===== src/rtl/uart_arb_pkg.sv =====
// Shared types and defaults for the UART TX arbiter.
package uart_arb_pkg;

  localparam int unsigned DATA_W_DEF       = 8;
  localparam int unsigned BUSY_TIMEOUT_DEF = 16;

  typedef enum logic [1:0] {
    IDLE      = 2'd0,
    START     = 2'd1,
    WAIT_BUSY = 2'd2,
    WAIT_DONE = 2'd3
  } arb_state_t;

endpackage


===== src/rtl/uart_rr_picker.sv =====
// Combinational round-robin picker: first valid requester at or after ptr, wrapping.
module uart_rr_picker #(
  parameter int unsigned N_REQ = 2,
  parameter int unsigned IDX_W = $clog2(N_REQ)
) (
  input  logic [N_REQ-1:0] valid,
  input  logic [IDX_W-1:0] ptr,
  output logic [N_REQ-1:0] grant,
  output logic [IDX_W-1:0] grant_idx
);

  logic found;

  // Two passes: indices at/after ptr first, then the wrapped-around ones.
  always_comb begin
    grant     = '0;
    grant_idx = '0;
    found     = 1'b0;
    for (int unsigned j = 0; j < N_REQ; j++) begin
      if (!found && valid[j] && (IDX_W'(j) >= ptr)) begin
        found     = 1'b1;
        grant[j]  = 1'b1;
        grant_idx = IDX_W'(j);
      end
    end
    for (int unsigned j = 0; j < N_REQ; j++) begin
      if (!found && valid[j]) begin
        found     = 1'b1;
        grant[j]  = 1'b1;
        grant_idx = IDX_W'(j);
      end
    end
  end

endmodule


===== src/rtl/uart_tx_arbiter.sv =====
// Round-robin arbiter sharing one uart_tx serializer among N_REQ byte requesters.
// Optional frame lock: define UART_ARB_FRAME_LOCK_EN to hold the grant until req_last.
module uart_tx_arbiter
  import uart_arb_pkg::*;
#(
  parameter int unsigned N_REQ        = 2,
  parameter int unsigned DATA_W       = DATA_W_DEF,
  parameter int unsigned BUSY_TIMEOUT = BUSY_TIMEOUT_DEF,
  localparam int unsigned IDX_W       = $clog2(N_REQ)
) (
  input  logic                    clk,
  input  logic                    rst,
  input  logic [N_REQ-1:0]        req_valid,
  input  logic [N_REQ*DATA_W-1:0] req_data,
  input  logic [N_REQ-1:0]        req_last,
  output logic [N_REQ-1:0]        req_ready,
  output logic                    tx_start,
  output logic [DATA_W-1:0]       tx_data,
  input  logic                    tx_busy,
  output logic [IDX_W-1:0]        grant_id,
  output logic                    timeout_err
);

  localparam int unsigned CNT_W = $clog2(BUSY_TIMEOUT + 1);

  arb_state_t       state, state_d;
  logic [CNT_W-1:0] cnt, cnt_d;
  logic [IDX_W-1:0] rr_ptr, pick_idx, ptr_inc;
  logic [N_REQ-1:0] pick_valid, pick_grant;
  logic [DATA_W-1:0] pick_data;
  logic             xfer, tx_start_d, timeout_d, timeout_hit;

`ifdef UART_ARB_FRAME_LOCK_EN
  logic             lock_q;
  logic [IDX_W-1:0] lock_id;
  logic             pick_last;

  // While locked only the owning requester is visible to the picker.
  assign pick_valid = lock_q ? (req_valid & (N_REQ'(1) << lock_id)) : req_valid;
  assign pick_last  = |(req_last & pick_grant);
`else
  logic unused_last;

  assign unused_last = ^req_last;
  assign pick_valid  = req_valid;
`endif

  uart_rr_picker #(.N_REQ(N_REQ), .IDX_W(IDX_W)) u_picker (
    .valid     (pick_valid),
    .ptr       (rr_ptr),
    .grant     (pick_grant),
    .grant_idx (pick_idx)
  );

  assign ptr_inc     = (pick_idx == IDX_W'(N_REQ - 1)) ? '0 : pick_idx + IDX_W'(1);
  assign timeout_hit = (state == WAIT_BUSY) && (cnt == CNT_W'(BUSY_TIMEOUT));

  // Byte mux for the granted requester.
  always_comb begin
    pick_data = '0;
    for (int unsigned i = 0; i < N_REQ; i++) begin
      if (pick_grant[i]) pick_data = req_data[i*DATA_W +: DATA_W];
    end
  end

  // Next-state, handshake and pulse decode.
  always_comb begin
    state_d    = state;
    cnt_d      = cnt;
    tx_start_d = 1'b0;
    timeout_d  = 1'b0;
    req_ready  = '0;
    xfer       = 1'b0;
    case (state)
      IDLE: begin
        if (!tx_busy && !rst) req_ready = pick_grant;
        xfer = |req_ready;
        if (xfer) begin
          state_d    = START;
          tx_start_d = 1'b1;
        end
      end
      START: begin
        cnt_d   = '0;
        state_d = WAIT_BUSY;
      end
      WAIT_BUSY: begin
        if (timeout_hit) begin
          state_d = IDLE;
        end else if (tx_busy) begin
          state_d = WAIT_DONE;
        end else begin
          cnt_d     = cnt + CNT_W'(1);
          timeout_d = (cnt_d == CNT_W'(BUSY_TIMEOUT));
        end
      end
      WAIT_DONE: begin
        if (!tx_busy) state_d = IDLE;
      end
      default: state_d = IDLE;
    endcase
  end

  // State register and latched outputs.
  always_ff @(posedge clk or posedge rst) begin
    if (rst) begin
      state       <= IDLE;
      cnt         <= '0;
      tx_start    <= 1'b0;
      tx_data     <= '0;
      grant_id    <= '0;
      timeout_err <= 1'b0;
    end else begin
      state       <= state_d;
      cnt         <= cnt_d;
      tx_start    <= tx_start_d;
      timeout_err <= timeout_d;
      if (xfer) begin
        tx_data  <= pick_data;
        grant_id <= pick_idx;
      end
    end
  end

`ifdef UART_ARB_FRAME_LOCK_EN
  // Lock tracking: engage on a non-last byte, release on last byte or timeout.
  always_ff @(posedge clk or posedge rst) begin
    if (rst) begin
      lock_q  <= 1'b0;
      lock_id <= '0;
    end else if (xfer) begin
      lock_q  <= !pick_last;
      lock_id <= pick_idx;
    end else if (timeout_hit) begin
      lock_q  <= 1'b0;
    end
  end

  // Pointer moves only when a lock is released.
  always_ff @(posedge clk or posedge rst) begin
    if (rst) begin
      rr_ptr <= '0;
    end else if (xfer && pick_last) begin
      rr_ptr <= ptr_inc;
    end else if (timeout_hit && lock_q) begin
      rr_ptr <= (lock_id == IDX_W'(N_REQ - 1)) ? '0 : lock_id + IDX_W'(1);
    end
  end
`else
  // Pointer moves past every granted requester.
  always_ff @(posedge clk or posedge rst) begin
    if (rst) begin
      rr_ptr <= '0;
    end else if (xfer) begin
      rr_ptr <= ptr_inc;
    end
  end
`endif

endmodule


===== config.mk =====
export PLATFORM = sky130hd
export DESIGN_NAME = uart_tx_arbiter
export DESIGN_NICKNAME = d
export VERILOG_FILES = /design/src/rtl/uart_arb_pkg.sv /design/src/rtl/uart_rr_picker.sv /design/src/rtl/uart_tx_arbiter.sv
export SDC_FILE = /design/constraint.sdc
export NUM_CORES = 1
export LEC_CHECK = 0
export BUFFER_PORTS_ARGS = -buffer_cell sky130_fd_sc_hd__buf_2
export CAP_MARGIN = 10
export CORE_ASPECT_RATIO = 1.5
export CORE_MARGIN = 5
export CORE_UTILIZATION = 50
export DETAILED_ROUTE_END_ITERATION = 6
export MAX_ROUTING_LAYER = met4
export PLACE_DENSITY = 0.77
export SYNTH_ARGS = -nofsm -noshare
export SYNTH_HDL_FRONTEND = slang
export SYNTH_HIERARCHICAL = 1
export SYNTH_SLANG_ARGS = --single-unit

===== constraint.sdc =====
create_clock -name clk -period 2.15 [get_ports clk]
set_input_delay 0.43 -clock clk [delete_from_list [all_inputs] [get_ports clk]]
set_output_delay 0.43 -clock clk [all_outputs]
set_load 0.05 [all_outputs]

==> flow_metrics.env <==
export IMPL_status="complete, no violations"
export IMPL_power_density_nw_per_um2=1250
export IMPL_reg2reg_setup_slack_ns=0.34
export IMPL_critPathCaptureType="primary output"
export IMPL_ios=36
export IMPL_cts_tree="done"
export IMPL_crit_family="simple AND/OR/NAND/NOR gates"
export IMPL_post_route_period_util_pct=95.2
export IMPL_initial_core_util_pct=51.1
export IMPL_finalClockSkew_ns=0.00592
export IMPL_grt_pass1_vias=1077
export IMPL_yosys_most_used_dff="dfrtp_1"
export IMPL_post_dp_hpwl_um=2050
export IMPL_dpl_cell_area_um2=1300
export IMPL_dieArea_um2=3330
export IMPL_crit_cells=3
export IMPL_finalSetupViolCount=0
export IMPL_tightest_slew_ns=0.743
export IMPL_met2_usage_pct=32.7
export IMPL_grt_usage_pct=17.9
export IMPL_clock_path_buffers=2
export IMPL_grt_max_degree=20
export IMPL_via_count=1025
export IMPL_ys_seq_area_share_pct=42.1
export IMPL_synth_seq_cells=19
export IMPL_ant_nets=0
export IMPL_dieWidth_um=48.8
export IMPL_slew_viol_final=0
export IMPL_startpoint_type="flop"
export IMPL_cp_required_ns=1.72
export IMPL_syn_area_um2=1130
export IMPL_worst_path_buf_inv=1
export IMPL_busiest_layer="met2"
export IMPL_fin_crit_ns=2.05
export IMPL_nFillCells=195
export IMPL_use_met1_pct=18.2
export IMPL_max_freq_ghz=0.489
export IMPL_leakage_nw=0.618
export IMPL_design_area_um2=1340
export IMPL_critPathMaxStageDelay_ns=0.52
export IMPL_die_height_um=68.2
export IMPL_port_buffers=33
export IMPL_finalPower_mw=1.68
export IMPL_cpMaxStageDelayCell="dfrtp_2"
export IMPL_ir_drop_v=0.000625
export IMPL_path_class="reg2out"
export IMPL_gp_congestion=0.833
export IMPL_antenna_found_initial=0
export IMPL_first_pass_iters=4
export IMPL_async_reset_ff_share_pct=100
export IMPL_path_clk_slew_ns=0.11
export IMPL_slew_limit_headroom_pct=50.4
export IMPL_setup_tns_ns=0
export IMPL_via_per_inst=5.73
export IMPL_rows=21
export IMPL_r2r_cells=6
export IMPL_h_tree_depth=1
export IMPL_ys_types=37
export IMPL_clock_sinks=19
export IMPL_reg2reg_from="cnt[0]"
export IMPL_use_met3_pct=3.49
export IMPL_drt_total_wl_um=2700
export IMPL_coreArea_um2=2210
export IMPL_grt_pass1_wl_um=4650
export IMPL_r2r_end="cnt[4]"
export IMPL_crit_chain="nor4_4 > and2_1 > buf_2"
export IMPL_syn_instance_count=122
export IMPL_numCtsBuffers=3
export IMPL_hold_path_class="in2async"
export IMPL_drive_above_1_share_pct=30.8
export IMPL_worstSkewPairLatency_ns=0.30
export IMPL_worstPathArrival_ns=1.62
export IMPL_gr_total_overflow=0
export IMPL_synth_edff_count=0
export IMPL_synth_nets=148
export IMPL_drtIter0Drc=19
export IMPL_cp_endpoint="req_ready[1]"
export IMPL_maxCapViolations=0
export IMPL_worstPathMaxFanout=12
export IMPL_antennaDiodeCount=0
export IMPL_nets=183
export IMPL_syn2layout_area_growth_pct=18.6
export IMPL_grt_setup_unrepaired="false"
export IMPL_drcViolationCount=0
export IMPL_finalHoldViolCount=0
export IMPL_startpoint="state[0]"
export IMPL_yosys_warnings=6
export IMPL_post_drt_wl_per_cell_um=15.1
export IMPL_avgSynthCellArea_um2=9.25
export IMPL_clock_root_buffer="clkbuf_4"
flip-flops by register name, indices dropped and copies added, names as in the netlist:
| name | count |
|---|---|
| timeout_err | 1 |
| tx_data | 8 |
| grant_id | 1 |
| tx_start | 1 |
| state | 2 |
| rr_ptr | 1 |
| cnt | 5 |
cells in the final DEF, fill, tap and decap left out, drive strengths merged, types with 2 or more instances in the layout:
cell,netlist,routed
a21oi,6,6
clkbuf,3,4
ha,3,3
nand2,11,11
nor2b,7,7
and2,2,2
a31oi,7,7
o21ai,11,11
a21boi,3,3
a22oi,8,8
inv,7,7
dfrtp,19,19
nor4,2,2
buf,6,39
nor3,5,5
nor2,2,2
o32ai,2,2
nand2b,2,2
nor3b,2,2
nand3,4,4
through the flow:
step | worst slack, ns | hold WS (ns) | util [%] | cells
6_report | 0.103 | 0.286 | 60.7 | 179
5_1_grt | 0.0162 | 0.343 | 60.7 | 179
4_1_cts | 0.0899 | 0.304 | 60.3 | 178
3_5_place_dp | 0.331 | 0.473 | 59.1 | 174
3_3_place_gp | 0.332 | 0.454 | 59.1 | 174
2_1_floorplan | 0.0603 | 0.381 | - | 122
worst min-delay path by stage:
stage             start  cells after the start          to  slack, ns
2_1_floorplan       rst                      1      cnt[0]       0.38
3_3_place_gp   grant_id                      2    grant_id       0.45
3_5_place_dp   grant_id                      2    grant_id       0.47
4_1_cts             rst                      2    grant_id       0.30
5_1_grt             rst                      2  tx_data[7]       0.34
6_report            rst                      2    grant_id       0.29
logic make-up (layout without fill, tap and decap cells):
logic type                 after synthesis  after routing  share of synthesized area [%]
and+or+nand+nor                         42             42                           22.9
AOI/OAI and AO/OA                       41             41                           23.5
DFF                                     19             19                           42.1
buffers and inverters                   16             50                           7.32
xor gates and xnor gates                 1              1                          0.776
adders and majority gates                3              3                           3.33
routing by layer:
| layer | up-vias | share of wire, % |
|---|---|---|
| met2 | 38 | 53 |
| met3 | 6 | 7.0 |
| met5 | - | 0 |
| met4 | 0 | 1.8 |
| li1 | 510 | - |
| met1 | 471 | 38 |
synthesized netlist by cell type (2+ instances only):
cell type / instances / area (um2)
buf_6: 2 / 22.5
nor3_1: 4 / 20.0
nand3_1: 4 / 20.0
nor2_1: 2 / 7.51
nor2b_1: 7 / 43.8
a21oi_1: 6 / 30.0
a21boi_1: 2 / 15.0
a22oi_1: 8 / 60.1
buf_2: 3 / 15.0
dfrtp_1: 19 / 475
ha_1: 3 / 37.5
inv_1: 7 / 26.3
a31oi_1: 7 / 43.8
clkbuf_1: 3 / 11.3
and2_1: 2 / 12.5
o32ai_1: 2 / 17.5
o21ai_0: 4 / 20.0
o21ai_1: 6 / 30.0
nand2_1: 11 / 41.3
nand2b_1: 2 / 12.5
nor3b_1: 2 / 15.0
final cells by class:
cell class | instances | area [um2] | area share (%)
clock buffers | 4 | 26.3 | 1.96
multi-input cells | 87 | 571 | 42.6
flip-flops and latches | 19 | 477 | 35.6
well taps | 23 | 28.8 | 2.15
inverters | 7 | 26.3 | 1.96
repair buffers | 39 | 210 | 15.7
report_power, final:
group / internal (mW) / leakage [nW] / total, mW / switching (mW)
clock: 0.0723 / 0.0150 / 0.181 / 0.108
combinational: 0.295 / 0.377 / 0.879 / 0.584
sequential: 0.483 / 0.226 / 0.619 / 0.136
total: 0.850 / 0.618 / 1.68 / 0.828
what timing repair did:
action                                  CTS  global route
endpoints found under the setup margin    0             1
hold buffers                              0             0
gates resized for setup                   0             1
endpoints found under the hold margin     0             0
buffers inserted                          0             1
No activity file was read; power rests on OpenSTA's default activity.
